### config.mk
export PLATFORM = sky130hd
export DESIGN_NAME = sub_serial_flat
export DESIGN_NICKNAME = d
export VERILOG_FILES = /design/src/rtl/sub_serial_pkg.sv /design/src/rtl/sub_serial_if.sv /design/src/rtl/sub_serial_one_bit.sv /design/src/rtl/sub_serial.sv /design/src/flat_wrapper.sv
export SDC_FILE = /design/constraint.sdc
export NUM_CORES = 1
export LEC_CHECK = 0
export ABC_AREA = 1
export CORE_MARGIN = 10
export CORE_UTILIZATION = 54
export DETAILED_ROUTE_END_ITERATION = 10
export PLACE_DENSITY = 0.82
export SLEW_MARGIN = 20
export SYNTH_ARGS = -nofsm -noshare
export SYNTH_HDL_FRONTEND = slang
export SYNTH_SLANG_ARGS = --single-unit
### constraint.sdc
create_clock -name clk -period 2.3 [get_ports clk]
set_input_delay 0.46 -clock clk [delete_from_list [all_inputs] [get_ports clk]]
set_output_delay 0.46 -clock clk [all_outputs]
set_load 0.05 [all_outputs]
### src/rtl/sub_serial_pkg.sv
// Shared types and defaults for the bit-serial subtractor.
package sub_pkg;

  typedef enum logic [1:0] {
    IDLE = 2'd0,
    RUN  = 2'd1,
    DONE = 2'd2
  } sub_state_t;

  localparam int SUB_WIDTH_DEFAULT = 4;

endpackage

### src/rtl/sub_serial_if.sv
// Request/result bundle for sub_serial.
// The overflow flag v exists only when SUB_SERIAL_OVF_EN is defined.
interface sub_serial_if
  import sub_pkg::*;
#(
  parameter int WIDTH = SUB_WIDTH_DEFAULT
);

  logic             start;
  logic [WIDTH-1:0] a;
  logic [WIDTH-1:0] b;
  logic [WIDTH-1:0] d;
  logic             bout;
  logic             zero;
  logic             busy;
  logic             done;
`ifdef SUB_SERIAL_OVF_EN
  logic             v;
`endif

`ifdef SUB_SERIAL_OVF_EN
  modport master (output start, a, b, input d, bout, zero, busy, done, v);
  modport slave  (input start, a, b, output d, bout, zero, busy, done, v);
`else
  modport master (output start, a, b, input d, bout, zero, busy, done);
  modport slave  (input start, a, b, output d, bout, zero, busy, done);
`endif

endinterface

### src/rtl/sub_serial_one_bit.sv
// Combinational one-bit full subtractor: result = a - b - bin.
module sub_one_bit (
  input  logic a,
  input  logic b,
  input  logic bin,
  output logic bout,
  output logic result
);

  assign result = a ^ b ^ bin;
  assign bout   = (~a & b) | (~(a ^ b) & bin);

endmodule

### src/rtl/sub_serial.sv
// Bit-serial subtractor: d = a - b, one bit per clock, LSB first.
// Optional overflow flag v is built when SUB_SERIAL_OVF_EN is defined.
module sub_serial
  import sub_pkg::*;
#(
  parameter int WIDTH = SUB_WIDTH_DEFAULT
) (
  input  logic         clk,
  input  logic         rst_n,
  sub_serial_if.slave  bus
);

  localparam int               CNT_W = $clog2(WIDTH + 1);
  localparam logic [CNT_W-1:0] LAST  = CNT_W'(WIDTH - 1);

  sub_state_t       r_state;
  sub_state_t       w_next;

  logic [WIDTH-1:0] r_a;
  logic [WIDTH-1:0] r_b;
  logic [WIDTH-1:0] r_res;
  logic [WIDTH-1:0] r_d;
  logic [CNT_W-1:0] r_cnt;
  logic             r_borrow;
  logic             r_bout;
  logic             r_zero;
`ifdef SUB_SERIAL_OVF_EN
  logic             r_v;
`endif

  logic             w_accept;
  logic             w_last;
  logic             w_diff;
  logic             w_bnext;
  logic [WIDTH-1:0] w_d_final;

  // Start is honoured only when no subtraction is in flight.
  assign w_accept  = bus.start && ((r_state == IDLE) || (r_state == DONE));
  // Last bit step: the operand shift registers hold their MSBs at bit 0.
  assign w_last    = (r_state == RUN) && (r_cnt == LAST);
  assign w_d_final = {w_diff, r_res[WIDTH-1:1]};

  sub_one_bit u_bit (
    .a      (r_a[0]),
    .b      (r_b[0]),
    .bin    (r_borrow),
    .bout   (w_bnext),
    .result (w_diff)
  );

  // State register.
  always_ff @(posedge clk or negedge rst_n) begin
    if (!rst_n) r_state <= IDLE;
    else        r_state <= w_next;
  end

  // Next-state decode.
  always_comb begin
    w_next = r_state;
    case (r_state)
      IDLE:    if (bus.start) w_next = RUN;
      RUN:     if (w_last)    w_next = DONE;
      DONE:    w_next = bus.start ? RUN : IDLE;
      default: w_next = IDLE;
    endcase
  end

  // Operand capture, per-bit shifting and borrow/counter tracking.
  always_ff @(posedge clk or negedge rst_n) begin
    if (!rst_n) begin
      r_a      <= '0;
      r_b      <= '0;
      r_res    <= '0;
      r_borrow <= 1'b0;
      r_cnt    <= '0;
    end else if (w_accept) begin
      r_a      <= bus.a;
      r_b      <= bus.b;
      r_res    <= '0;
      r_borrow <= 1'b0;
      r_cnt    <= '0;
    end else if (r_state == RUN) begin
      r_a      <= r_a >> 1;
      r_b      <= r_b >> 1;
      r_res    <= w_d_final;
      r_borrow <= w_bnext;
      r_cnt    <= r_cnt + CNT_W'(1);
    end
  end

  // Result registers update only on the final bit step and hold until the next one.
  always_ff @(posedge clk or negedge rst_n) begin
    if (!rst_n) begin
      r_d    <= '0;
      r_bout <= 1'b0;
      r_zero <= 1'b1;
`ifdef SUB_SERIAL_OVF_EN
      r_v    <= 1'b0;
`endif
    end else if (w_last) begin
      r_d    <= w_d_final;
      r_bout <= w_bnext;
      r_zero <= (w_d_final == '0);
`ifdef SUB_SERIAL_OVF_EN
      // Overflow: operand signs differ and the result sign differs from a.
      r_v    <= (r_a[0] != r_b[0]) && (w_diff != r_a[0]);
`endif
    end
  end

  assign bus.d    = r_d;
  assign bus.bout = r_bout;
  assign bus.zero = r_zero;
  assign bus.busy = (r_state == RUN);
  assign bus.done = (r_state == DONE);
`ifdef SUB_SERIAL_OVF_EN
  assign bus.v    = r_v;
`endif

endmodule
### src/flat_wrapper.sv
// flat-port wrapper written by rule: the top's interface ports become plain ports
module sub_serial_flat import sub_pkg::*;
#(
  parameter int WIDTH = SUB_WIDTH_DEFAULT
)
  (clk, rst_n, bus_start, bus_a, bus_b, bus_d, bus_bout, bus_zero, bus_busy, bus_done);
  sub_serial_if #(.WIDTH(WIDTH)) bus_i ();
  input  logic clk;
  input  logic rst_n;
  input wire logic [$bits(bus_i.start)-1:0] bus_start;
  input wire logic [$bits(bus_i.a)-1:0] bus_a;
  input wire logic [$bits(bus_i.b)-1:0] bus_b;
  output wire logic [$bits(bus_i.d)-1:0] bus_d;
  output wire logic [$bits(bus_i.bout)-1:0] bus_bout;
  output wire logic [$bits(bus_i.zero)-1:0] bus_zero;
  output wire logic [$bits(bus_i.busy)-1:0] bus_busy;
  output wire logic [$bits(bus_i.done)-1:0] bus_done;
  assign bus_i.start = bus_start;
  assign bus_i.a = bus_a;
  assign bus_i.b = bus_b;
  assign bus_d = bus_i.d;
  assign bus_bout = bus_i.bout;
  assign bus_zero = bus_i.zero;
  assign bus_busy = bus_i.busy;
  assign bus_done = bus_i.done;
  sub_serial #(.WIDTH(WIDTH)) u_core (.clk(clk), .rst_n(rst_n), .bus(bus_i));
endmodule
==> results by group, run 1 <==
Yosys
  • Compound-Gate Fraction of Synth Area: 8.561%
  • Post-synthesis sequential area ratio: approximately 55%
  • Top cell type by total area after synthesis: dfrtp_1
  • Synth top area cells: dfrtp_1, nand2_1, nand3_1
  • Mapped Avg Cell Area: around 9.7 um^2
  • Post-Synth Simple-Gate Area: between 20% and 30%
  • Post-synthesis mux area share: 0%
  • Post-synthesis adder-cell area fraction: 4.281%
  • Top cell type's share of synthesized area: 52.32%
  • Gate Count Post-Synth: 109
  • Largest family of logic cells by synthesized area: simple AND/OR/NAND/NOR gates
  • Yosys warning count: 0
  • Mapped Nets: 123
  • Synthesized cell area: roughly 0.0011 mm^2
  • FF+latch count, synth: 23
  • Xor/xnor cell area share of the yosys netlist: 0%
  • Synth cell types: 16

Cells and area
  • Proportion of layout cells with a drive suffix above 1: 15.63%
  • Commonest non-fill, non-tap cell in the layout: nand2_1
  • Fill count: 142
  • Fin nets: 143
  • Ant. Diodes: 0
  • Most frequent cells in the layout: nand2_1, dfrtp_1, nand3_1, clkdlybuf4s50_1
  • Post-route cell area: between 0.001 and 0.0015 mm^2
  • Area delta synth->final: 18.79%

CTS
  • Number of CTS-inserted buffers: 3
  • Post-CTS Resized: 0
  • Postcts setup bufs: 0
  • Worst skew pair latency: approximately 0.30 ns
  • TritonCTS clock tree: built
  • Clk buf depth: 2
  • CTS root buffer: clkbuf_4
  • CTS clock-pin slew for the worst setup and hold paths: about 0.12 ns
  • Cts hold-fix bufs: 0
  • Htree depth: 1
  • CTS sink cnt: 23

Worst setup path
  • WP data arrival: 1.69 ns
  • Slowest Stage Delay on Critical Path: between 0.8 and 0.9 ns
  • Critical Path Start Type: flip-flop
  • Crit-path slowest cell: clkdlybuf4s50_1
  • Worst-path fanout max: 5
  • Cells along the critical path: nor2_1 > clkdlybuf4s50_1
  • Critical path type: reg -> out
  • WP data required: ~1.8 ns
  • Worst Setup End Kind: output port

Placed design
  • Post-Place Cell Area: ~0.0012 mm^2
  • Final RePlAce weighted congestion: between 0.7 and 0.8
  • Input/output buffers: 18
  • Place WS: approximately 0.49 ns
  • DP HPWL: between 1500 and 2000 um

Power and ir drop
  • Worst VDD drop: roughly 0.79 mV
  • Leakage Power: around 0.00060 uW
  • Power consumption: 1834 uW
  • Pwr dens: about 1500 mW/mm^2

GRT
  • GRT Total Usage: between 10% and 20%
  • Initial antenna violation count: 0
  • Largest net degree at the start of global routing: 24
  • Total gr overflow: 0
  • First-pass GRT wire length: 3525 um
  • Vias in the first global route: between 700 and 800

Floorplanning
  • Die Area: roughly 0.0041 mm^2
  • Die Wd: between 60 and 70 um
  • I/O Pins: 19
  • Initial Utilization: between 50 and 60%
  • Rows: 15
  • Die height: ~64 um
  • Core area: 0.001783 mm^2

Timing
  • Period utilization: between 90% and 100%
  • RSZ-0062 raised after global routing: no
  • Setup Viol. Count Final: 0
  • Total negative slack: 0 ns
  • Clk_skew: 0.001495 ns
  • Max Slew Vio Count: 0
  • F_max: about 460 MHz
  • Tightest Pin Transition: 0.5204 ns
  • Final hold vios: 0
  • Max transition margin: between 60% and 70%
  • Final WS setup: between 0.1 and 0.15 ns
  • Min cycle time layout: between 2 and 2.5 ns

Routing
  • WL final: around 2100 um
  • Vias post-DR: between 700 and 800
  • Final ANT Viol Nets: 0
  • Vias per cell: slightly above 5
  • DRT Pass-1 Iters: 4
  • Initial DRC count: between 40 and 50
  • Drt wl/cell: around 13 um
  • # DRC: 0

Min path
  • Hold crit path type: in -> async

Status
  • Status: finished clean

Job
  • MaxCap Viol Count: 0
final timing paths:
path,start,end,slack [ns],depth (start not counted)
worst max-delay path,u_core.r_state[0],bus_done,0.15,2
worst min-delay path,rst_n,u_core.bus.d[1],0.50,2
worst max register to register,u_core.r_cnt[0],u_core.bus.d[3],0.67,6
worst min register to register,u_core.bus.bout,u_core.bus.bout,0.50,2
max in group asynchronous,rst_n,u_core.bus.zero,1.52,2
min in group clk,u_core.bus.bout,u_core.bus.bout,0.50,2
logic make-up after synthesis:
| family | after synthesis |
|---|---|
| simple gates | 57 |
| buf+inv | 14 |
| flops | 23 |
| fa+ha+maj | 3 |
| compound gates | 12 |
final cells by class:
class / instances / area, um^2 / area share (%)
Clock buffer: 4 / 26.28 / 2.102
Tap cell: 25 / 31.28 / 2.503
Multi-Input combinational cell: 72 / 392.9 / 31.43
Timing Repair Buffer: 19 / 185.2 / 14.81
Inverter: 10 / 37.54 / 3.003
Sequential cell: 23 / 576.8 / 46.15
worst max-delay path, delay by kind of cell, from the launching register on:
kind	cells	cell delay, ns
buffers and inverters	1	0.81
flip-flops	1	0.46
AND/OR/NAND/NOR	1	0.12
synthesized netlist by cell type (all sizes together):
cell type,number
nand2,33
dfrtp,22
nand3,19
o21ai,12
inv,10
nor2,5
buf,4
ha,2
dfstp,1
fa,1
state kept, by name, indices dropped and copies added, names as in the netlist:
register         count
u_core.bus.bout      1
u_core.bus.d         4
u_core.bus.zero      1
u_core.r_a           4
u_core.r_b           4
u_core.r_borrow      1
u_core.r_cnt         3
u_core.r_res         3
u_core.r_state       2
metrics by stage:
stage / util, % / hold slack [ns] / std cells
after floorplan: - / 0.1644 / 109
after global placement: 68.63 / 0.4644 / 149
after detailed placement: 68.63 / 0.4683 / 149
after CTS: 70.11 / 0.4980 / 153
after global routing: 70.11 / 0.5022 / 153
final: 70.11 / 0.4962 / 153
per-layer routing:
| metal | share of wire (%) | up-vias | track usage, % | wire length, um |
|---|---|---|---|---|
| met2 | 50 | 28 | 16.79 | 1038 |
| li1 | - | 386 | - | - |
| met1 | 40 | 371 | 11.79 | 821 |
| met4 | 1.7 | 0 | 5.348 | 35 |
| met3 | 8.2 | 4 | 4.007 | 169 |
| met5 | 0 | - | 0 | 0 |
power by group:
part	total (uW)	internal, uW	leakage, uW	switching (uW)
logic	951	326	0.000297	625
clock network	182	67.5	0.0000150	115
registers	701	584	0.000289	116
total	1830	978	0.000601	856
Power figures use the tool's default switching activity.
==> inputs of run 2 (changes only) <==
Settings changed: CORE_UTILIZATION 54 to 40, GPL_TIMING_DRIVEN set to 0, PLACE_DENSITY 0.82 to not set.
==> results by group, run 2 (synthesized netlist as in run 1, its figures left out) <==
Floorplanning
  • Die Area: about 0.005 mm^2
  • Rows: 18
  • I/O Pins: 19
  • Die Wd: between 70 and 80 um
  • Die height: 71.29 um
  • Initial Utilization: roughly 42%
  • Core area: 0.002500 mm^2

CTS
  • Post-CTS Resized: 1
  • Number of CTS-inserted buffers: 3
  • Postcts setup bufs: 0
  • CTS clock-pin slew for the worst setup and hold paths: roughly 0.14 ns
  • Htree depth: 1
  • Worst skew pair latency: 0.31 ns
  • Clk buf depth: 2
  • CTS root buffer: clkbuf_4
  • TritonCTS clock tree: built
  • CTS sink cnt: 23
  • Cts hold-fix bufs: 0

Routing
  • Vias post-DR: slightly below 800
  • Drt wl/cell: 12.37 um
  • Met3 routed WL: roughly 110 um
  • Met1 Wirelength: 889 um
  • WL final: approximately 2000 um
  • Final ANT Viol Nets: 0
  • DRT Pass-1 Iters: 4
  • Initial DRC count: between 40 and 50
  • # DRC: 0
  • Max layer used: met4
  • Vias per cell: ~4.8
  • Metal2 WL: 982 um

Worst setup path
  • WP data required: 1.84 ns
  • Worst Setup End Kind: output port
  • Critical Path Start Type: flip-flop
  • Crit-path slowest cell: clkdlybuf4s50_1
  • WP data arrival: between 1.5 and 2 ns
  • Worst path buffer plus inverter count: 1
  • Slowest Stage Delay on Critical Path: 0.81 ns
  • Critical path type: reg -> out
  • Worst-path fanout max: 5
  • Cells along the critical path: nor2_1 > clkdlybuf4s50_1
  • Delay-heaviest family, CP: buffers and inverters

Placed design
  • Post-Place Cell Area: roughly 0.0013 mm^2
  • Input/output buffers: 18
  • DP HPWL: 1489 um
  • Final RePlAce weighted congestion: 0.7675

Cells and area
  • Ant. Diodes: 0
  • Area delta synth->final: 22.71%
  • Fin nets: 146
  • Most frequent cells in the layout: nand2_1, dfrtp_1, nand3_1, clkdlybuf4s50_1
  • Fill count: 255
  • Commonest non-fill, non-tap cell in the layout: nand2_1
  • Post-route cell area: approximately 0.0013 mm^2
  • Proportion of layout cells with a drive suffix above 1: approximately 18%

Timing
  • Max transition margin: roughly two thirds
  • RSZ-0062 raised after global routing: no
  • F_max: roughly 460 MHz
  • Period utilization: a little over nine tenths
  • Setup Viol. Count Final: 0
  • Max Slew Vio Count: 0
  • Tightest Pin Transition: between 0.5 and 0.6 ns
  • Clk_skew: 0.01101 ns
  • Total negative slack: 0 ns
  • Min cycle time layout: about 2.2 ns
  • Final hold vios: 0

Min path
  • Hold crit path type: in -> async

GRT
  • Initial antenna violation count: 0
  • Vias in the first global route: approximately 800
  • Total gr overflow: 0
  • Largest net degree at the start of global routing: 24
  • First-pass GRT wire length: roughly 3600 um
  • GRT Total Usage: between 8 and 9%

Power and ir drop
  • Pwr dens: around 1500 mW/mm^2
  • Leakage Power: 0.0006229 uW
  • Worst VDD drop: approximately 0.81 mV

Job
  • MaxCap Viol Count: 0

Status
  • Status: finished clean
## run 2: layer usage
metal	GRT usage, %	vias to the layer above
met5	0	-
met4	3.871	0
met3	2.479	2
met2	13.82	15
met1	9.879	360
li1	-	398
## run 2: area by class of cell
class                   instances  area [um^2]  area share (%)
plain buffers                   4        45.04           3.488
clock buffers                   3        22.52           1.744
clock inverters                 1        5.005          0.3876
inverters                      10        37.54           2.907
multi-input cells              72        392.9           30.43
flip-flops and latches         23        576.8           44.67
well taps                      30        37.54           2.907
repair buffers                 18        173.9           13.47
## run 2: final timing paths
| check | startpoint | end | slack (ns) | cells after the start |
|---|---|---|---|---|
| max in group asynchronous | rst_n | u_core.bus.zero | 1.84 | 1 |
| setup / recovery | u_core.r_state[0] | bus_done | 0.14 | 2 |
| setup reg to reg | u_core.r_a[0] | u_core.bus.zero | 0.95 | 4 |
| hold / removal | rst_n | u_core.bus.d[2] | 0.09 | 1 |
| min in group clk | u_core.bus.d[3] | u_core.bus.d[3] | 0.49 | 2 |
| hold reg to reg | u_core.bus.d[3] | u_core.bus.d[3] | 0.49 | 2 |
## run 2: metrics by stage
stage / cells / util (%) / total power [uW] / hold WS, ns / setup slack, ns
2_1_floorplan: 109 / - / 1453 / 0.1644 / 0.7428
3_5_place_dp: 157 / 50.80 / 1738 / 0.4667 / 0.2467
5_1_grt: 161 / 51.65 / 2050 / 0.1130 / 0.03913
4_1_cts: 161 / 51.85 / 1923 / 0.5007 / 0.1071
6_report: 161 / 51.65 / 1882 / 0.09227 / 0.1413
3_3_place_gp: 157 / 50.80 / 1713 / 0.4664 / 0.2626
## run 2: power breakdown
group | switching, uW | internal (uW) | total, uW
Combinational | 622 | 378 | 1000
Clock | 124 | 64.9 | 189
Sequential | 110 | 584 | 693
==> inputs of run 3 (changes only) <==
Settings changed: CAP_MARGIN set to 30, RECOVER_POWER set to 50.
==> results by group, run 3 (synthesized netlist as in run 1, its figures left out) <==
Status
  • Status: finished clean

Cells and area
  • Fill count: 246
  • Most frequent cells in the layout: nand2_1, dfrtp_1, nand3_1, clkdlybuf4s50_1, inv_1
  • Area delta synth->final: 22.12%
  • Post-layout util: around 51%
  • Commonest non-fill, non-tap cell in the layout: nand2_1
  • Post-route cell area: around 0.0013 mm^2
  • Ant. Diodes: 0
  • Proportion of layout cells with a drive suffix above 1: around 14%
  • Fin nets: between 100 and 150

GRT
  • GRT Total Usage: ~8.3%
  • Vias in the first global route: between 800 and 900
  • M3 GR Usage: a little over 3%
  • First-pass GRT wire length: roughly 3600 um
  • M1 GR Usage: about a tenth
  • Largest net degree at the start of global routing: 15
  • Gr busiest metal: met2
  • Initial antenna violation count: 0
  • Total gr overflow: 0
  • GRT met2 Usage: 13.33%

Floorplanning
  • Die Wd: ~71 um
  • Die Area: approximately 0.0051 mm^2
  • Initial Utilization: between 40 and 50%
  • I/O Pins: 19
  • Rows: 18
  • Core area: ~0.0025 mm^2
  • Die height: about 71 um

Timing
  • Max Slew Vio Count: 0
  • RSZ-0062 raised after global routing: no
  • F_max: 465.7 MHz
  • Final hold slack: between 0.4 and 0.5 ns
  • Total negative slack: 0 ns
  • Final WS setup: about 0.15 ns
  • Max transition margin: around 50%
  • Min cycle time layout: roughly 2.1 ns
  • Clk_skew: between 0.001 and 0.0015 ns
  • Tightest Pin Transition: 0.7689 ns
  • Period utilization: between 90% and 100%
  • Setup Viol. Count Final: 0
  • Final hold vios: 0

Power and ir drop
  • Pwr dens: about 1400 mW/mm^2
  • Leakage Power: 0.0006150 uW
  • Worst VDD drop: about 0.8 mV

Worst setup path
  • Critical R2R Launch: u_core.r_state[1]
  • Worst-path fanout max: 3
  • Critical path type: reg -> out
  • Critical path launch point: u_core.r_state[1]
  • Reg-to-reg slack, setup: between 0.8 and 0.9 ns
  • Critical Path Start Type: flip-flop
  • Worst Setup End Kind: output port
  • WP data required: 1.84 ns
  • WP data arrival: around 1.7 ns

Placed design
  • DP HPWL: ~1600 um
  • Input/output buffers: 18
  • Final RePlAce weighted congestion: ~0.77
  • Post-Place Cell Area: around 0.0013 mm^2
  • Place WS: 0.2536 ns

Routing
  • WL final: between 2000 and 2500 um
  • Initial DRC count: 24
  • Vias per cell: 4.790
  • Drt wl/cell: between 10 and 15 um
  • # DRC: 0
  • Final ANT Viol Nets: 0
  • Vias post-DR: ~780
  • DRT Pass-1 Iters: 4

CTS
  • Number of CTS-inserted buffers: 3
  • CTS root buffer: clkbuf_4
  • Worst skew pair latency: 0.30 ns
  • CTS clock-pin slew for the worst setup and hold paths: roughly 0.12 ns
  • Cts hold-fix bufs: 0
  • Clk buf depth: 2
  • TritonCTS clock tree: built
  • CTS sink cnt: 23
  • Htree depth: 1

Job
  • MaxCap Viol Count: 0

Min path
  • Hold crit path type: reg -> reg
  • Hold Startpoint: u_core.bus.d[1]
==> run 3: metrics by stage <==
step,power [uW],std cells
global placement,1713,157
global route,2004,162
CTS,1922,162
finish,1842,162
detailed placement,1744,158
floorplan,1453,109
==> run 3: report_power, final <==
| group | leakage, uW | internal (uW) | total, uW | switching [uW] |
|---|---|---|---|---|
| Sequential | 0.000289 | 584 | 692 | 108 |
| Combinational | 0.000311 | 353 | 969 | 616 |
| Clock | 0.0000150 | 67.4 | 181 | 114 |
==> run 3: area by class of cell <==
cell class              count  area (um^2)  area share [%]
inverters                  10        37.54           2.921
plain buffers               4        37.54           2.921
clock buffers               4        26.28           2.045
multi-input cells          72        386.6           30.09
flip-flops and latches     23        576.8           44.89
repair buffers             19        182.7           14.22
well taps                  30        37.54           2.921
==> run 3: worst paths after layout <==
| kind | end | cells after the start |
|---|---|---|
| max in group asynchronous | u_core.r_a[1] | 2 |
| min | u_core.bus.d[1] | 2 |
| max reg2reg | u_core.r_b[2] | 5 |
| min reg2reg | u_core.bus.d[1] | 2 |
| max | bus_done | 3 |
| min in group asynchronous | u_core.bus.d[0] | 1 |
==> run 3: critical path: stages, from the launching register on <==
cell and delay, ns:
dfrtp_1 0.41, inv_1 0.09, nor2_1 0.08, clkdlybuf4s50_1 0.81
==> run 3: metal layers <==
metal,part of all wire (%),wire (um),vias up
met3,6.2,125,2
met4,0.49,10,0
li1,-,-,396
met1,46,932,363
met5,0,0,-
met2,47,956,15
==> run 3: timing repair <==
action,CTS,global route
resized for setup,1,0
endpoints found under the setup margin,1,0
setup buffers,0,0
